## config.mk

```make
export PLATFORM = sky130hd
export DESIGN_NAME = bram_arbiter
export DESIGN_NICKNAME = d
export VERILOG_FILES = /design/src/rtl/bram_arb_pkg.sv /design/src/rtl/bram_arb_rr.sv /design/src/rtl/bram_arbiter.sv
export SDC_FILE = /design/constraint.sdc
export NUM_CORES = 1
export LEC_CHECK = 0
export BUFFER_PORTS_ARGS = -buffer_cell sky130_fd_sc_hd__buf_4
export CORE_ASPECT_RATIO = 2
export CORE_MARGIN = 10
export CORE_UTILIZATION = 31
export DETAILED_ROUTE_END_ITERATION = 7
export HOLD_SLACK_MARGIN = 0.02
export PLACE_DENSITY = 0.95
export SYNTH_ARGS = -nofsm -noshare
export SYNTH_HDL_FRONTEND = slang
export SYNTH_SLANG_ARGS = --single-unit
```

## constraint.sdc

```tcl
create_clock -name clk -period 2.25 [get_ports clk]
set_input_delay 0.225 -clock clk [delete_from_list [all_inputs] [get_ports clk]]
set_output_delay 0.225 -clock clk [all_outputs]
set_load 0.02 [all_outputs]
```

## src/rtl/bram_arb_pkg.sv

```systemverilog
// Shared definitions for the two-port BRAM arbiter: FSM state encoding and
// default widths / burst limit.
package bram_arb_pkg;

    localparam int unsigned ADDR_W_DEF    = 9;
    localparam int unsigned DATA_W_DEF    = 16;
    localparam int unsigned BURST_MAX_DEF = 8;

    typedef enum logic [1:0] {
        IDLE = 2'd0,
        GNT0 = 2'd1,
        GNT1 = 2'd2
    } arb_state_t;

endpackage

```

## src/rtl/bram_arb_rr.sv

```systemverilog
// Priority pointer and burst counter for bram_arbiter.
// Optional feature macro: BRAM_ARB_ROUND_ROBIN_EN. When it is undefined the
// pointer is fixed on requester 0 and no burst counter exists.
module bram_arb_rr
    import bram_arb_pkg::*;
#(
    parameter int unsigned BURST_MAX = BURST_MAX_DEF
) (
    input  logic clk,
    input  logic reset_n,
    input  logic i_access,      // counted access in the current grant
    input  logic i_state_chg,   // FSM changes state on this edge
    input  logic i_enter_0,     // FSM enters GNT0 on this edge
    input  logic i_enter_1,     // FSM enters GNT1 on this edge
    output logic o_prio_1,      // 1: requester 1 wins a tie from IDLE
    output logic o_burst_done   // burst limit reached, including this access
);

`ifdef BRAM_ARB_ROUND_ROBIN_EN
    localparam int unsigned CntW = $clog2(BURST_MAX + 1);
    localparam logic [CntW-1:0] CntMax  = CntW'(BURST_MAX);
    localparam logic [CntW-1:0] CntLast = CntW'(BURST_MAX - 1);

    logic [CntW-1:0] r_cnt;
    logic            r_prio_1;

    // Burst counter: clears on any state change, saturates at BURST_MAX.
    always_ff @(posedge clk or negedge reset_n) begin
        if (!reset_n) begin
            r_cnt <= '0;
        end else if (i_state_chg) begin
            r_cnt <= '0;
        end else if (i_access && (r_cnt != CntMax)) begin
            r_cnt <= r_cnt + CntW'(1);
        end
    end

    // Priority pointer: favour whoever was not granted most recently.
    always_ff @(posedge clk or negedge reset_n) begin
        if (!reset_n) begin
            r_prio_1 <= 1'b0;
        end else if (i_enter_0) begin
            r_prio_1 <= 1'b1;
        end else if (i_enter_1) begin
            r_prio_1 <= 1'b0;
        end
    end

    assign o_prio_1 = r_prio_1;
    // Look ahead by the current access so exactly BURST_MAX accesses are granted.
    assign o_burst_done = (r_cnt == CntMax) || (i_access && (r_cnt == CntLast));
`else
    logic w_unused;
    assign w_unused = ^{clk, reset_n, i_access, i_state_chg, i_enter_0, i_enter_1,
                        BURST_MAX[0]};

    assign o_prio_1     = 1'b0;
    assign o_burst_done = 1'b0;
`endif

endmodule

```

## src/rtl/bram_arbiter.sv

```systemverilog
// Two-requester arbiter for a single BRAM port with registered grants and
// per-requester read-valid tagging.
// Optional feature macro: BRAM_ARB_ROUND_ROBIN_EN (round-robin tie break and
// burst limiting); default build gives fixed priority to requester 0 and
// holds a grant until its request drops.
module bram_arbiter
    import bram_arb_pkg::*;
#(
    parameter int unsigned ADDR_W    = ADDR_W_DEF,
    parameter int unsigned DATA_W    = DATA_W_DEF,
    parameter int unsigned BURST_MAX = BURST_MAX_DEF
) (
    input  logic              clk,
    input  logic              reset_n,
    input  logic              req_0,
    input  logic              req_1,
    input  logic              we_0,
    input  logic              we_1,
    input  logic [ADDR_W-1:0] addr_0,
    input  logic [ADDR_W-1:0] addr_1,
    input  logic [DATA_W-1:0] din_0,
    input  logic [DATA_W-1:0] din_1,
    output logic              gnt_0,
    output logic              gnt_1,
    output logic              rvalid_0,
    output logic              rvalid_1,
    output logic [DATA_W-1:0] rdata_0,
    output logic [DATA_W-1:0] rdata_1,
    output logic              mem_en,
    output logic              mem_we,
    output logic [ADDR_W-1:0] mem_addr,
    output logic [DATA_W-1:0] mem_din,
    input  logic [DATA_W-1:0] mem_dout
);

    arb_state_t r_state;
    arb_state_t w_state_d;
    logic       r_gnt_0;
    logic       r_gnt_1;
    logic       r_rvalid_0;
    logic       r_rvalid_1;
    logic       w_acc_0;
    logic       w_acc_1;
    logic       w_prio_1;
    logic       w_burst_done;
    logic       w_state_chg;
    logic       w_enter_0;
    logic       w_enter_1;

    assign w_acc_0     = r_gnt_0 & req_0;
    assign w_acc_1     = r_gnt_1 & req_1;
    assign w_state_chg = (w_state_d != r_state);
    assign w_enter_0   = w_state_chg && (w_state_d == GNT0);
    assign w_enter_1   = w_state_chg && (w_state_d == GNT1);

    bram_arb_rr #(
        .BURST_MAX (BURST_MAX)
    ) u_rr (
        .clk          (clk),
        .reset_n      (reset_n),
        .i_access     (w_acc_0 | w_acc_1),
        .i_state_chg  (w_state_chg),
        .i_enter_0    (w_enter_0),
        .i_enter_1    (w_enter_1),
        .o_prio_1     (w_prio_1),
        .o_burst_done (w_burst_done)
    );

    // Next-state decision shared by the FSM and the pointer/counter block.
    always_comb begin
        w_state_d = r_state;
        case (r_state)
            IDLE: begin
                if (req_0 && (!req_1 || !w_prio_1)) begin
                    w_state_d = GNT0;
                end else if (req_1) begin
                    w_state_d = GNT1;
                end
            end
            GNT0: begin
                if (!req_0) begin
                    w_state_d = req_1 ? GNT1 : IDLE;
                end else if (w_burst_done && req_1) begin
                    w_state_d = GNT1;
                end
            end
            GNT1: begin
                if (!req_1) begin
                    w_state_d = req_0 ? GNT0 : IDLE;
                end else if (w_burst_done && req_0) begin
                    w_state_d = GNT0;
                end
            end
            default: w_state_d = IDLE;
        endcase
    end

    // Grant FSM with registered grant outputs.
    always_ff @(posedge clk or negedge reset_n) begin
        if (!reset_n) begin
            r_state <= IDLE;
            r_gnt_0 <= 1'b0;
            r_gnt_1 <= 1'b0;
        end else begin
            r_state <= w_state_d;
            r_gnt_0 <= (w_state_d == GNT0);
            r_gnt_1 <= (w_state_d == GNT1);
        end
    end

    // Read-valid tags follow the requester that issued the read, even across a handoff.
    always_ff @(posedge clk or negedge reset_n) begin
        if (!reset_n) begin
            r_rvalid_0 <= 1'b0;
            r_rvalid_1 <= 1'b0;
        end else begin
            r_rvalid_0 <= w_acc_0 & ~we_0;
            r_rvalid_1 <= w_acc_1 & ~we_1;
        end
    end

    // BRAM port mux driven only by a counted access.
    always_comb begin
        mem_en   = w_acc_0 | w_acc_1;
        mem_we   = 1'b0;
        mem_addr = addr_0;
        mem_din  = din_0;
        if (w_acc_1) begin
            mem_we   = we_1;
            mem_addr = addr_1;
            mem_din  = din_1;
        end else if (w_acc_0) begin
            mem_we = we_0;
        end
    end

    assign gnt_0    = r_gnt_0;
    assign gnt_1    = r_gnt_1;
    assign rvalid_0 = r_rvalid_0;
    assign rvalid_1 = r_rvalid_1;
    assign rdata_0  = mem_dout;
    assign rdata_1  = mem_dout;

endmodule

```

==> After elaboration in Yosys (flattened, before gate mapping) <==
Index checks and enable logic that the tools add are counted.
Widths: inputs -> output; s select.
{ "word_totals": {"ff_bits": 6, "input_bits": 72, "output_inout_bits": 63} }
{ "classes": {"n_eq_ne": 4, "n_mux": 11, "n_bitwise": 7, "n_reduce_logical": 1} }
{ "ops": {"columns": ["cell", "n"], "rows": [
  ["$mux 16", 1],
  ["$mux 2", 5],
  ["$mux 9", 1],
  ["$pmux 2 s3", 1],
  ["$and 1x1->1", 4],
  ["$eq 2x1->1 const B", 2],
  ["$eq 2x2->1 const B", 2],
  ["$mux 1", 3],
  ["$logic_not 2->1", 1],
  ["$not 1->1", 2],
  ["$or 1x1->1", 1]
]} }

==> Logic depth before layout (Yosys ltp) <==
Gate-level depths: netlist of run 1.
{ "logic_depth": {"ltp_word": 4, "ltp_mapped": 3, "mapped_depth_nobuf": 2} }

==> By module <==
From an unflattened synthesis of run 1, not the netlist that was laid out.
{ "hier_totals": {"cells_unflattened": 105, "hier_area_um2": 985.9} }
{ "by_module_without_submodules": {"columns": ["mod", "n_inst", "cells_each", "area_each_um2"], "rows": [
  ["bram_arbiter", 1, 102, 967.2],
  ["bram_arb_rr", 1, 3, 18.8]
]} }

==> Least setup slack after synthesis of run 1 <==
Ideal clock, no wire load.
{ "synth_path": {"kind": "flip-flop to output port", "start": "register r_gnt_1 (netlist: gnt_1)", "end": "output mem_addr[0]", "t_arrival_ps": 1153, "required_time_ps": 2025, "setup_slack_ps": 872, "path_stages_with_launch": 4, "path_buffers": 1, "cell_sequence": "dfrtp_1 > nand2_4 > buf_6 > mux2_4"} }
{ "synth_via": {"elab_chain_len": 2} }
{ "synth_rtl": {"columns": ["element", "line", "rtl"], "rows": [
  ["start: declaration", "bram_arbiter.sv:39", "logic r_gnt_1;"],
  ["start signal: assignment", "bram_arbiter.sv:107", "r_gnt_1 <= (w_state_d == GNT1);"],
  ["$and 1x1->1", "bram_arbiter.sv:51", "assign w_acc_1 = r_gnt_1 & req_1;"],
  ["$mux 9", "bram_arbiter.sv:128", "if (w_acc_1) begin"],
  ["end: declaration", "bram_arbiter.sv:31", "output logic [ADDR_W-1:0] mem_addr,"]
]} }
Every way passes these cells.

==> Worst setup path in the final report of run 1 <==
{ "layout_path": {"start": "register r_gnt_1 (netlist: gnt_1)", "end": "output mem_din[3]"} }
{ "layout_via": {"elab_chain_len": 2} }
{ "layout_rtl": {"columns": ["element", "line", "rtl"], "rows": [
  ["$and 1x1->1", "bram_arbiter.sv:51", null],
  ["$mux 16", "bram_arbiter.sv:128", null],
  ["end: declaration", "bram_arbiter.sv:32", "output logic [DATA_W-1:0] mem_din,"]
]} }
Every way passes these cells.

==> flow_summary.ini, run 1 <==
[grt]
grt-busiest-layer = met2
grtUsageMet2 = 0.207
grt_use_total = 0.124
grt_pass1_vias = 930
globalRouteOverflowTotal = 0
grtUsageMet3 = 0.112
grt_pass1_wl_um = 5200
grt_antenna_before_repair = 0
grt_max_degree = 29
grt.met1_usage = 0.108

[worst_setup_path]
required_ns = 2.03
worstSetupStartpointType = register
path_class = register to output port
regToRegStartpoint = gnt_1$_DFF_PN0_
cp_slowest_cell = dfrtp_1
cp_slowest_stage_delay_ns = 0.41
path_cells = nand2_4 > mux2_2 > buf_4
setup.worst_path.end_class = output port
crit_arrival_ns = 1.55
setup.reg_to_reg.worst_slack_ns = 1.25
timing.reg2reg.worst_path_depth = 2
path_max_fanout = 28
reg2reg_capture_point = rvalid_1$_DFF_PN0_

[detailed_routing]
drt_first_iter_violations = 12
route.detailed.drc = 0
wl_um = 3600
routed-via-count = 786
first_pass_iters = 2
drtAntennaViolNets = 0
routed_vias_inst = 4.85
routedWlPerCell_um = 22.2

[floorplan]
start_util = 0.327
fp.dieArea_mm2 = 0.00532
num_io_pins = 135
horiz_die_dim_um = 56.8
placementRows = 26
core_area_mm2 = 0.00257
die-height_um = 93.7

[hold_path]
min_path_cells = 2
whs_endpoint = rvalid_0$_DFF_PN0_
timing.hold.worst.start = we_0
class_of_the_tightest_hold_or_removal_check = input port to register

[clocking]
clk_pin_slew_worst_setup_hold_paths_ns = 0.04
clockRootBuffer = clkbuf_8
cts.sinks = 6
number_of_buffers_added_by_the_clock_tree_synthesis_step = 3
clk_latency_ns = 0.22
max-clock-path-buffers = 2
clock_tree.htree_level_count = 1
tritoncts = built

[power]
netSwitchingPower_uw = 168
power_density_of_the_placed_cells_mw_per_mm2 = 428
power.clock.fraction = 0.288
cellInternalPower_uw = 393
netSwitchingFraction = 0.299
cellLeakagePower_uw = 0.000760
vdd.ir_drop.worst_mv = 0.434
comb_power_share = 0.499
totalPowerFinal_uw = 561
power_frac_seq = 0.214

[timing]
slew_at_the_pin_closest_to_its_max_slew_limit_ns = 0.443
hold_violations = 0
period_needed_ns = 1.77
hold_slack_ns = 0.163
slew_headroom = 0.704
report.final.slew_viol_count = 0
fmax_mhz = 564
setup_ws_ns = 0.476
final_min_period_over_clock_period = 0.789
setup_tns_ns = 0
final.setup_skew_ns = 0.000152
final-setup-viol-count = 0
rsz_0062_raised_after_global_routing = false

[layout]
drive_above_1_share = 0.858
final_cell_mix = 86 x buf_4, 17 x mux2_4, 8 x mux2_2, 6 x dfrtp_1, 4 x and2_1
area_of_combinational_cells_with_multiple_inputs_um2 = 428
seq_area_um2 = 150
nNetsFinal = 208
area.growth.synth_to_final_pct = 55.8
insertedDiodeCount = 0
final_common_cell = buf_4
final.fill_count = 229

[place]
place.gp.congestion = 0.729
portBuffers = 86
hpwl_um = 3210
dpl_worst_slack_ns = 0.713

[synthesis]
ys_ff_latch = 6
synth.yosys.seq_area_share = 0.179
syn-instance-count = 78
mappedNetlistArea_um2 = 841
synthesis.nets = 150
average_size_of_a_mapped_cell_um2 = 10.8
ys_types = 13
synth_warnings = 0

[job]
max_cap_violations = 0

[outcome]
outcome = finished clean
==> kinds of logic (layout without fill, tap and decap cells) <==
kind of cell    after synthesis  in the layout  share of synthesized area
flops                         6              6                      0.179
mux                          26             26                      0.423
buf+inv                      34             90                      0.312
compound gates                2              2                     0.0179
simple gates                 10             10                     0.0685
==> synth_stat cells <==
| master | n | area (um2) |
|---|---|---|
| mux2_2 | 8 | 90.1 |
| nand2_1 | 2 | 7.51 |
| buf_6 | 2 | 22.5 |
| mux2_4 | 17 | 255 |
| dfrtp_1 | 6 | 150 |
| and3_1 | 1 | 6.26 |
| and2_1 | 4 | 25.0 |
| buf_4 | 32 | 240 |
| mux2i_1 | 1 | 10.0 |
| a41o_1 | 1 | 10.0 |
| o21ai_0 | 1 | 5.00 |
| nand2_4 | 1 | 11.3 |
| nor2_1 | 2 | 7.51 |
==> through the flow <==
step / util / std cells / instance area (um2)
floorplan: - / 78 / 841
global placement: 0.490 / 158 / 1260
detailed placement: 0.490 / 158 / 1260
CTS: 0.510 / 162 / 1310
global route: 0.510 / 162 / 1310
finish: 0.510 / 162 / 1310
==> power by group through the flow <==
stage               Combinational (uW)  Sequential, uW  Clock (uW)
CTS                                284             120         162
detailed placement                 282             121           0
floorplan                          212             126           0
global route                       297             121         176
global placement                   278             121           0
finish                             280             120         161
==> how the worst max path moves through the flow <==
stage                     from  slack, ns     endpoint  cells after the start
3_3_place_gp   gnt_1$_DFF_PN0_       0.74   mem_din[1]                      3
5_1_grt        gnt_1$_DFF_PN0_       0.39   mem_din[3]                      3
4_1_cts        gnt_1$_DFF_PN0_       0.48   mem_din[3]                      3
6_report       gnt_1$_DFF_PN0_       0.48   mem_din[3]                      3
2_1_floorplan  gnt_1$_DFF_PN0_       0.87  mem_addr[0]                      3
3_5_place_dp   gnt_1$_DFF_PN0_       0.71   mem_din[3]                      3
==> layer usage <==
layer / share of wire / vias to the layer above
met2: 0.44 / 94
li1: - / 343
met5: 0 / -
met1: 0.32 / 339
met3: 0.22 / 10
met4: 0.015 / 0
==> state kept, by name, summed over array words and instances, names as in the netlist <==
register	cells
gnt_1	1
r_state	2
rvalid_0	1
rvalid_1	1
gnt_0	1
==> timing repair <==
action / CTS / global route
setup buffers: 0 / 0
hold buffers: 1 / 0
resized for setup: 0 / 0
hold endpoints to repair: 6 / 0
setup endpoints to repair: 0 / 0
==> cell type report <==
cell class,count,share of cell area
clock buffers,3,0.0315
multi-input cells,38,0.327
flip-flops and latches,6,0.115
well taps,28,0.0267
repair buffers,87,0.500
==> worst max-delay path, delay by kind of cell, from the launching register on <==
kind | cells | cell delay [ns]
simple gates | 1 | 0.37
mux | 1 | 0.39
buf+inv | 1 | 0.16
flops | 1 | 0.41
Power figures use the tool's default switching activity.
==> run 2: changes to the inputs <==
CORE_UTILIZATION = 26   (was 31)
PLACE_DENSITY = 0.87   (was 0.95)
clock period = 1.6 ns   (was 2.25 ns; I/O delays follow)
==> run 2 against run 1 <==
Global-route usage decreased by 1.2 points. Combinational power is 67% higher. Largest cell class unchanged. Flip-flop and latch count unchanged. Wire length rose by 6.8%. Hold slack got worse by 0.069 ns. Total power up 53%. Critical path type unchanged. Clock skew increased by 0.0030 ns. Utilization fell by 2.7 points. Count of clock-buffer cells in the layout unchanged. Setup slack got worse by 0.46 ns. Register-to-register slack got worse by 0.54 ns.
==> flow_summary.ini, run 2 (synthesis gave the netlist of run 1 again) <==
[layout]
top_register = r_state
final_cell_mix = 65 x buf_4, 26 x buf_6, 20 x mux2_4, 6 x dfrtp_1, 5 x mux2_2
drive_above_1_share = 0.866
area_of_combinational_cells_with_multiple_inputs_um2 = 439
seq_area_um2 = 150
finish.utilization = 0.483
area.growth.synth_to_final_pct = 81.4
final_common_cell = buf_4
final.fill_count = 278
insertedDiodeCount = 0
largest_register_ffs = 2
nNetsFinal = 216

[outcome]
outcome = finished clean

[clocking]
clockRootBuffer = clkbuf_8
cts.sinks = 6
clk_latency_ns = 0.22
clock_tree.htree_level_count = 1
max-clock-path-buffers = 2
number_of_buffers_added_by_the_clock_tree_synthesis_step = 3
tritoncts = built
clk_pin_slew_worst_setup_hold_paths_ns = 0.04

[worst_setup_path]
crit_buf_inv = 2
setup.worst_path.end_class = output port
required_ns = 1.44
path_max_fanout = 8
cp_slowest_stage_delay_ns = 0.40
worst_path_dominant_cell_family = flip-flops
path_cells = nand2_4 > clkbuf_16 > mux2_4 > buf_6
worstSetupStartpointType = register
cp_slowest_cell = dfrtp_1
critical_path.startpoint = gnt_1$_DFF_PN0_
crit_arrival_ns = 1.42
regToRegStartpoint = gnt_1$_DFF_PN0_
path_class = register to output port

[job]
max_cap_violations = 0

[floorplan]
horiz_die_dim_um = 60.2
fp.dieArea_mm2 = 0.00605
num_io_pins = 135
start_util = 0.266
core_area_mm2 = 0.00316
placementRows = 29
die-height_um = 100

[grt]
globalRouteOverflowTotal = 0
grt_antenna_before_repair = 0
grt_use_total = 0.112
grt_pass1_wl_um = 5130
grt_pass1_vias = 949
grt_max_degree = 13

[detailed_routing]
first_pass_iters = 2
drt_first_iter_violations = 4
routed_vias_inst = 4.79
wl_um = 3840
route.detailed.drc = 0
routedWlPerCell_um = 22.2
drtAntennaViolNets = 0
routed-via-count = 828

[place]
portBuffers = 86
hpwl_um = 3410
place.gp.congestion = 0.687

[timing]
hold_slack_ns = 0.0941
final_min_period_over_clock_period = 0.990
slew_at_the_pin_closest_to_its_max_slew_limit_ns = 0.173
rsz_0062_raised_after_global_routing = true
final.setup_skew_ns = 0.00314
slew_headroom = 0.884
period_needed_ns = 1.58
fmax_mhz = 631
report.final.slew_viol_count = 0
final-setup-viol-count = 0
hold_violations = 0

[power]
totalPowerFinal_uw = 857
vdd.ir_drop.worst_mv = 0.548
power_density_of_the_placed_cells_mw_per_mm2 = 562
cellLeakagePower_uw = 0.000866

[hold_path]
timing.hold.worst.start = we_1
class_of_the_tightest_hold_or_removal_check = input port to register
-- run 2: changes by cell type in the layout (fill, tap and decap cells not counted) --
| cell | before | now |
|---|---|---|
| buf_6 | 0 | 26 |
| buf_12 | 0 | 2 |
| mux2_2 | 8 | 5 |
| mux2_4 | 17 | 20 |
| clkbuf_16 | 0 | 1 |
| buf_4 | 86 | 65 |
-- run 2: through the flow --
step,instances,worst slack (ns),cell area [um2],TNS [ns]
finish,173,0.0158,1530,0
floorplan,78,0.287,841,0
detailed placement,164,0.205,1300,0
global placement,164,0.236,1300,0
global route,173,-0.0306,1530,-0.236
CTS,170,0.00131,1380,0
-- run 2: metal layers --
layer	track usage	wire length, um	share of wire
met1	0.0760	1080	0.28
met2	0.199	1710	0.44
met3	0.101	978	0.25
met4	0.0434	75	0.020
met5	0	0	0
-- run 2: final cells by class --
| class | instances | share of cell area |
|---|---|---|
| Timing Repair Buffer | 95 | 0.561 |
| Multi-Input combinational cell | 38 | 0.288 |
| Clock buffer | 3 | 0.0271 |
| Sequential cell | 6 | 0.0984 |
| Tap cell | 31 | 0.0254 |
-- run 2: path summary, 6_finish.rpt --
kind | to | slack [ns] | cells past startpoint
min | rvalid_1$_DFF_PN0_ | 0.09 | 2
max in group asynchronous | r_state[0]$_DFF_PN0_ | 1.21 | 2
min in group asynchronous | gnt_1$_DFF_PN0_ | 0.28 | 2
min reg2reg | rvalid_0$_DFF_PN0_ | 0.55 | 2
max reg2reg | rvalid_1$_DFF_PN0_ | 0.71 | 3
max | mem_din[9] | 0.02 | 4
-- run 2: report_power, final --
part	internal (uW)	leakage, uW	switching [uW]
Sequential	162	0.0000772	6.14
Clock	161	0.0000216	61.3
Combinational	285	0.000767	181
Total	609	0.000866	249
-- run 2: timing repair --
item | 4_1_cts | 5_1_grt
endpoints found under the hold margin | 6 | 0
resized for setup | 0 | 29
pin swaps | 1 | 1
buffers inserted | 2 | 2
setup endpoints to repair | 17 | 21
hold buffers | 1 | 0
cloned | 0 | 1
